<file path="config.mk">
export PLATFORM = sky130hd
export DESIGN_NAME = pc_instr_issuer
export DESIGN_NICKNAME = d
export VERILOG_FILES = /design/src/rtl/dlrm_pc_pkg.sv /design/src/rtl/pc_sync_fifo.sv /design/src/rtl/pc_instr_issuer.sv
export SDC_FILE = /design/constraint.sdc
export NUM_CORES = 1
export LEC_CHECK = 0
export ABC_CLOCK_PERIOD_IN_PS = 6810
export CORE_UTILIZATION = 40
export CTS_CLUSTER_DIAMETER = 60
export DETAILED_ROUTE_END_ITERATION = 10
export GPL_ROUTABILITY_DRIVEN = 1
export SYNTH_ARGS = -nofsm -noshare
export SYNTH_HDL_FRONTEND = slang
export SYNTH_SLANG_ARGS = --single-unit
</file>
<file path="constraint.sdc">
create_clock -name clk -period 6.81 [get_ports clk]
set_input_delay 2.043 -clock clk [delete_from_list [all_inputs] [get_ports clk]]
set_output_delay 2.043 -clock clk [all_outputs]
set_load 0.005 [all_outputs]
</file>
<file path="src/rtl/dlrm_pc_pkg.sv">
// Shared definitions for the DLRM process-core front end: opcodes,
// instruction field layout and the issue sequencer state encoding.
package dlrm_pc_pkg;

   localparam int INSTR_W   = 64;
   localparam int OPCODE_W  = 4;
   localparam int OPCODE_LSB = 60;
   localparam int OPCODE_MSB = 63;
   localparam int ADDR_W    = 44;
   localparam int ADDR_LSB  = 16;
   localparam int ADDR_MSB  = 59;
   localparam int DATA_W    = 16;
   localparam int DATA_LSB  = 0;
   localparam int DATA_MSB  = 15;

   localparam logic [OPCODE_W-1:0] NOP          = 4'd0;
   localparam logic [OPCODE_W-1:0] READ_MEMORY  = 4'd1;
   localparam logic [OPCODE_W-1:0] WRITE_SWAP   = 4'd2;
   localparam logic [OPCODE_W-1:0] ACCUMULATE   = 4'd3;
   localparam logic [OPCODE_W-1:0] READ_BUFFER  = 4'd4;
   localparam logic [OPCODE_W-1:0] WRITE_BUFFER = 4'd5;

   typedef enum logic [1:0] {
      IDLE   = 2'd0,
      ISSUE  = 2'd1,
      BUBBLE = 2'd2,
      STALL  = 2'd3
   } issue_state_e;

   function automatic logic [OPCODE_W-1:0] get_opcode(input logic [INSTR_W-1:0] instr);
      return instr[OPCODE_MSB:OPCODE_LSB];
   endfunction

   function automatic logic is_legal_opcode(input logic [OPCODE_W-1:0] op);
      return (op >= READ_MEMORY) && (op <= WRITE_BUFFER);
   endfunction

endpackage

</file>
<file path="src/rtl/pc_sync_fifo.sv">
// Single-clock DEPTH x WIDTH queue with first-word fall-through read port,
// registered occupancy and a synchronous flush.
module pc_sync_fifo #(
   parameter  int DEPTH = 16,
   parameter  int WIDTH = 64,
   localparam int CNT_W = $clog2(DEPTH) + 1,
   localparam int PTR_W = $clog2(DEPTH)
) (
   input  logic             clk,
   input  logic             reset_n,
   input  logic             flush,
   input  logic             push,
   input  logic [WIDTH-1:0] push_data,
   input  logic             pop,
   output logic [WIDTH-1:0] pop_data,
   output logic [CNT_W-1:0] count,
   output logic             full,
   output logic             empty
);

   logic [WIDTH-1:0] mem [DEPTH];
   logic [PTR_W-1:0] wr_ptr;
   logic [PTR_W-1:0] rd_ptr;
   logic             push_en;
   logic             pop_en;

   assign full     = (count == CNT_W'(DEPTH));
   assign empty    = (count == '0);
   assign push_en  = push && !full && !flush;
   assign pop_en   = pop && !empty && !flush;
   assign pop_data = mem[rd_ptr];

   // NOTE: storage has no reset; contents are only read behind a valid count,
   // so resetting it would just add reset fan-out to every bit.
   always_ff @(posedge clk) begin
      if (push_en) begin
         mem[wr_ptr] <= push_data;
      end
   end

   // NOTE: sequential state uses non-blocking assignments so every register
   // samples the pre-edge value of its neighbours.
   always_ff @(posedge clk or negedge reset_n) begin
      if (!reset_n) begin
         wr_ptr <= '0;
         rd_ptr <= '0;
         count  <= '0;
      end else if (flush) begin
         wr_ptr <= '0;
         rd_ptr <= '0;
         count  <= '0;
      end else begin
         if (push_en) wr_ptr <= wr_ptr + PTR_W'(1);
         if (pop_en)  rd_ptr <= rd_ptr + PTR_W'(1);
         case ({push_en, pop_en})
            2'b10:   count <= count + CNT_W'(1);
            2'b01:   count <= count - CNT_W'(1);
            default: count <= count;
         endcase
      end
   end

endmodule

</file>
<file path="src/rtl/pc_instr_issuer.sv">
// Instruction ingress queue and issue sequencer in front of the process core:
// filters illegal opcodes, issues one instruction then one NOP, honours backpressure.
module pc_instr_issuer
   import dlrm_pc_pkg::*;
#(
   parameter  int DEPTH = 16,
   localparam int CNT_W = $clog2(DEPTH) + 1
) (
   input  logic               clk,
   input  logic               reset_n,
   input  logic [INSTR_W-1:0] in_instr,
   input  logic               in_valid,
   output logic               in_ready,
   input  logic               flush,
   output logic [INSTR_W-1:0] core_instr,
   input  logic               core_backpressure,
   output logic [CNT_W-1:0]   fifo_count,
   output logic [15:0]        illegal_count,
   output logic               idle
);

   issue_state_e       state;
   issue_state_e       state_nxt;
   logic               accept;
   logic               legal;
   logic               push;
   logic               drop;
   logic               pop;
   logic               fifo_full;
   logic               fifo_empty;
   logic [INSTR_W-1:0] head_instr;

   // full comes from the registered count, so a same-cycle pop cannot reopen in_ready
   assign in_ready = !fifo_full && !flush && reset_n;
   assign accept   = in_valid && in_ready;
   assign legal    = is_legal_opcode(get_opcode(in_instr));
   assign push     = accept && legal;
   assign drop     = accept && !legal;

   assign pop = !flush && !core_backpressure && !fifo_empty &&
                ((state == IDLE) || (state == BUBBLE));

   assign idle = fifo_empty && (state == IDLE);

   pc_sync_fifo #(
      .DEPTH (DEPTH),
      .WIDTH (INSTR_W)
   ) u_fifo (
      .clk       (clk),
      .reset_n   (reset_n),
      .flush     (flush),
      .push      (push),
      .push_data (in_instr),
      .pop       (pop),
      .pop_data  (head_instr),
      .count     (fifo_count),
      .full      (fifo_full),
      .empty     (fifo_empty)
   );

   // NOTE: the default assignment at the top keeps this block latch-free
   // even if a branch below forgets to assign state_nxt.
   always_comb begin
      state_nxt = state;
      case (state)
         IDLE: begin
            if (!fifo_empty && !core_backpressure) state_nxt = ISSUE;
         end
         ISSUE: begin
            state_nxt = BUBBLE;
         end
         BUBBLE: begin
            if (core_backpressure)  state_nxt = STALL;
            else if (!fifo_empty)   state_nxt = ISSUE;
            else                    state_nxt = IDLE;
         end
         STALL: begin
            if (!core_backpressure) state_nxt = IDLE;
         end
         default: state_nxt = IDLE;
      endcase
   end

   // core_instr is nonzero only for the single cycle spent in ISSUE
   always_ff @(posedge clk or negedge reset_n) begin
      if (!reset_n) begin
         state      <= IDLE;
         core_instr <= '0;
      end else if (flush) begin
         state      <= IDLE;
         core_instr <= '0;
      end else begin
         state      <= state_nxt;
         core_instr <= pop ? head_instr : '0;
      end
   end

   // flush deliberately leaves the drop statistics intact
   always_ff @(posedge clk or negedge reset_n) begin
      if (!reset_n) begin
         illegal_count <= '0;
      end else if (drop && (illegal_count != 16'hFFFF)) begin
         illegal_count <= illegal_count + 16'd1;
      end
   end

endmodule

</file>
==> qor.yml <==
die_y_um: 326.8
yosysWarnings: 0
slew_headroom: 0.3217
wirelength_um: 95160
cts_tree: "yes"
finalNetCount: 2047
cts-hold-fix-buffers: 0
fin_hold_ws_ns: 0.4956
cts_resized: 0
clockBufferDepth: 3
dr_total_vias: 18920
via_per_inst: 5.499
path_max_fanout: 17
grt_pass1_wl_um: 140200
hold_viol: 0
cap_violations: 0
irDropWorstVdd_mv: 0.2913
r2r_slack_ns: 3.40
netlist_instances: 1748
synth-edff-count: 1024
synth-async-reset-ratio: 0.08490
yosysSeqAreaShare: 0.7848
grt_overflow: 0
finalCritPeriodShare: 0.8301
post_cts_buffers: 0
crit_path_max_incr_delay_ns: 0.75
start_kind: "primary input"
slew_viol_final: 0
ys_seq_elements: 1119
detailedPlacementHpwl_um: 55320
io_pins: 156
die-area_um2: 106800
synth_area_um2: 42210
fill_cells: 8388
drtPass1Iterations: 5
yosysUniqueCellTypes: 40
synth-main-ff-cell: "edfxtp_1"
worst_pin_slew_ns: 1.018
tns_ns: 0
crit_top_cell: "clkdlybuf4s50_1"
layout-drive-gt1-share: 0.2675
synth_nets: 1827
synth.avg_cell_area_um2: 24.15
area_growth_syn_to_layout_pct: 16.62
crit_type: "in -> out"
io_buffers: 155
drtIter0Drc: 1865
core.rowCount: 118
start_util: 0.4055
fin_skew_ns: 0.01786
hold_path_class: "reg -> reg"
post-route-drc-count: 0
design.core.area_um2: 104100
power_density_nw_per_um2: 331.4
cp_cell_sequence: "clkdlybuf4s50_1 > inv_2 > o211a_1 > clkdlybuf4s50_1"
h-tree-depth: 3
crit_path_end_kind: "output pin"
ys_top_cells_by_area: "edfxtp_1 (73%), mux4_2 (17%), dfrtp_1 (5.6%), and3_1 (1.0%), clkbuf_1 (0.39%)"
wl_per_cell_um: 27.65
required_ns: 4.77
leakage_nw: 15.56
grt_usage: 0.1809
seqCellArea_um2: 33140
yosys.area.top_type: "edfxtp_1"
antenna_left: 0
cts.clk_slew.worst_paths_ns: 0.06
final_common_cell: "edfxtp_1"
arrival_ns: 3.61
multi_input_area_um2: 8638
r2r_cells: 4
cpMaxStageDelayCell: "clkdlybuf4s50_1"
rsz0062_at_grt: "no"
cts_buffers: 111
cts.sinks: 1119
antenna_found_initial: 7
die_w_um: 326.8
globalplace.congestion: 0.7745
clk_latency_ns: 0.67
synth.top_cell.area_share: 0.7285
grt_max_degree: 155
cts_root_buffer: "clkbuf_16"
status: "finished clean"
final_cell_mix: "edfxtp_1 (1024), mux4_2 (320), clkdlybuf4s50_1 (154), clkbuf_16 (113), dfrtp_1 (91)"
setup_viol: 0
period_needed_ns: 5.653
hold_depth: 1
grt_pass1_vias: 19750
fmax_ghz: 0.1769
## layer usage
metal  share of wire  routed length (um)  vias to the layer above  track usage
li1                -                   -                     7898            -
met1            0.44               42280                    10280       0.2691
met2            0.47               44980                      646       0.2764
met3           0.067                6422                       98      0.03601
met4           0.015                1461                        2      0.04134
met5         0.00014                  13                        -            0
## state kept, by name (all words and copies together), names as in the netlist
signal,flops
u_fifo.count,5
state,2
u_fifo.mem,1024
core_instr,64
illegal_count,16
u_fifo.rd_ptr,4
u_fifo.wr_ptr,4
## worst max-delay path, delay by kind of cell
kind	cells	cell delay, ns
compound gates	1	0.15
buf+inv	3	1.41
## path summary, 6_finish.rpt
kind	start	endpoint
worst max-delay path	flush	in_ready
worst min-delay path	illegal_count[13]	illegal_count[13]
worst max register to register	u_fifo.rd_ptr[0]	core_instr[39]
worst min register to register	illegal_count[13]	illegal_count[13]
max in group asynchronous	reset_n	u_fifo.rd_ptr[3]
min in group asynchronous	reset_n	core_instr[63]
## synth_stat cells (2+ instances only)
cell,count
edfxtp_1,1024
xor2_1,8
mux4_2,320
nor3b_1,2
nor3_1,6
a211o_1,2
xnor2_1,13
ha_1,9
nand4_1,10
buf_2,9
clkbuf_1,44
nor2_1,18
nand3_1,11
and2_1,9
a21o_1,2
inv_1,9
buf_6,6
a211oi_1,3
nand2_1,13
and3_1,70
o21ai_0,6
a21oi_1,9
dfrtp_1,95
and4_1,4
buf_1,12
buf_4,20
## power breakdown
part,switching [W],internal (W)
sequential,0.000157,0.00760
clock,0.00254,0.00351
combinational,0.00117,0.00134
## kinds of logic (layout without fill, tap and decap cells)
logic type / count (synthesis) / after routing / synth area share
multiplexers: 323 / 323 / 0.1715
buffers and inverters: 100 / 412 / 0.01200
other: 0 / 1 / 0
AO/OA/AOI/OAI: 27 / 27 / 0.004031
XOR/XNOR: 21 / 21 / 0.004357
flip-flops: 1119 / 1119 / 0.7848
adder cells (fa/ha/maj): 10 / 10 / 0.003142
AND/OR/NAND/NOR: 148 / 148 / 0.02016
## area by class of cell
type	count	area share
Sequential cell	1119	0.6733
Timing Repair Buffer	198	0.04209
Tap cell	1380	0.03508
Antenna cell	1	0.00005083
Inverter	9	0.0006863
Clock buffer	133	0.05938
Multi-Input combinational cell	529	0.1755
Clock inverter	72	0.01398
## metrics by stage
step                  util  worst slack (ns)  area (um^2)  power [W]  instances
floorplan                -             1.678        42210   0.009604       1748
global placement    0.4382             1.116        45610    0.01046       3235
detailed placement  0.4382            0.9253        45610    0.01047       3235
CTS                 0.4729             1.155        49220    0.01651       3440
global route        0.4729             1.055        49220    0.01690       3440
finish              0.4729             1.157        49230    0.01631       3441
Note: power is estimated with default switching activity, not from simulation.
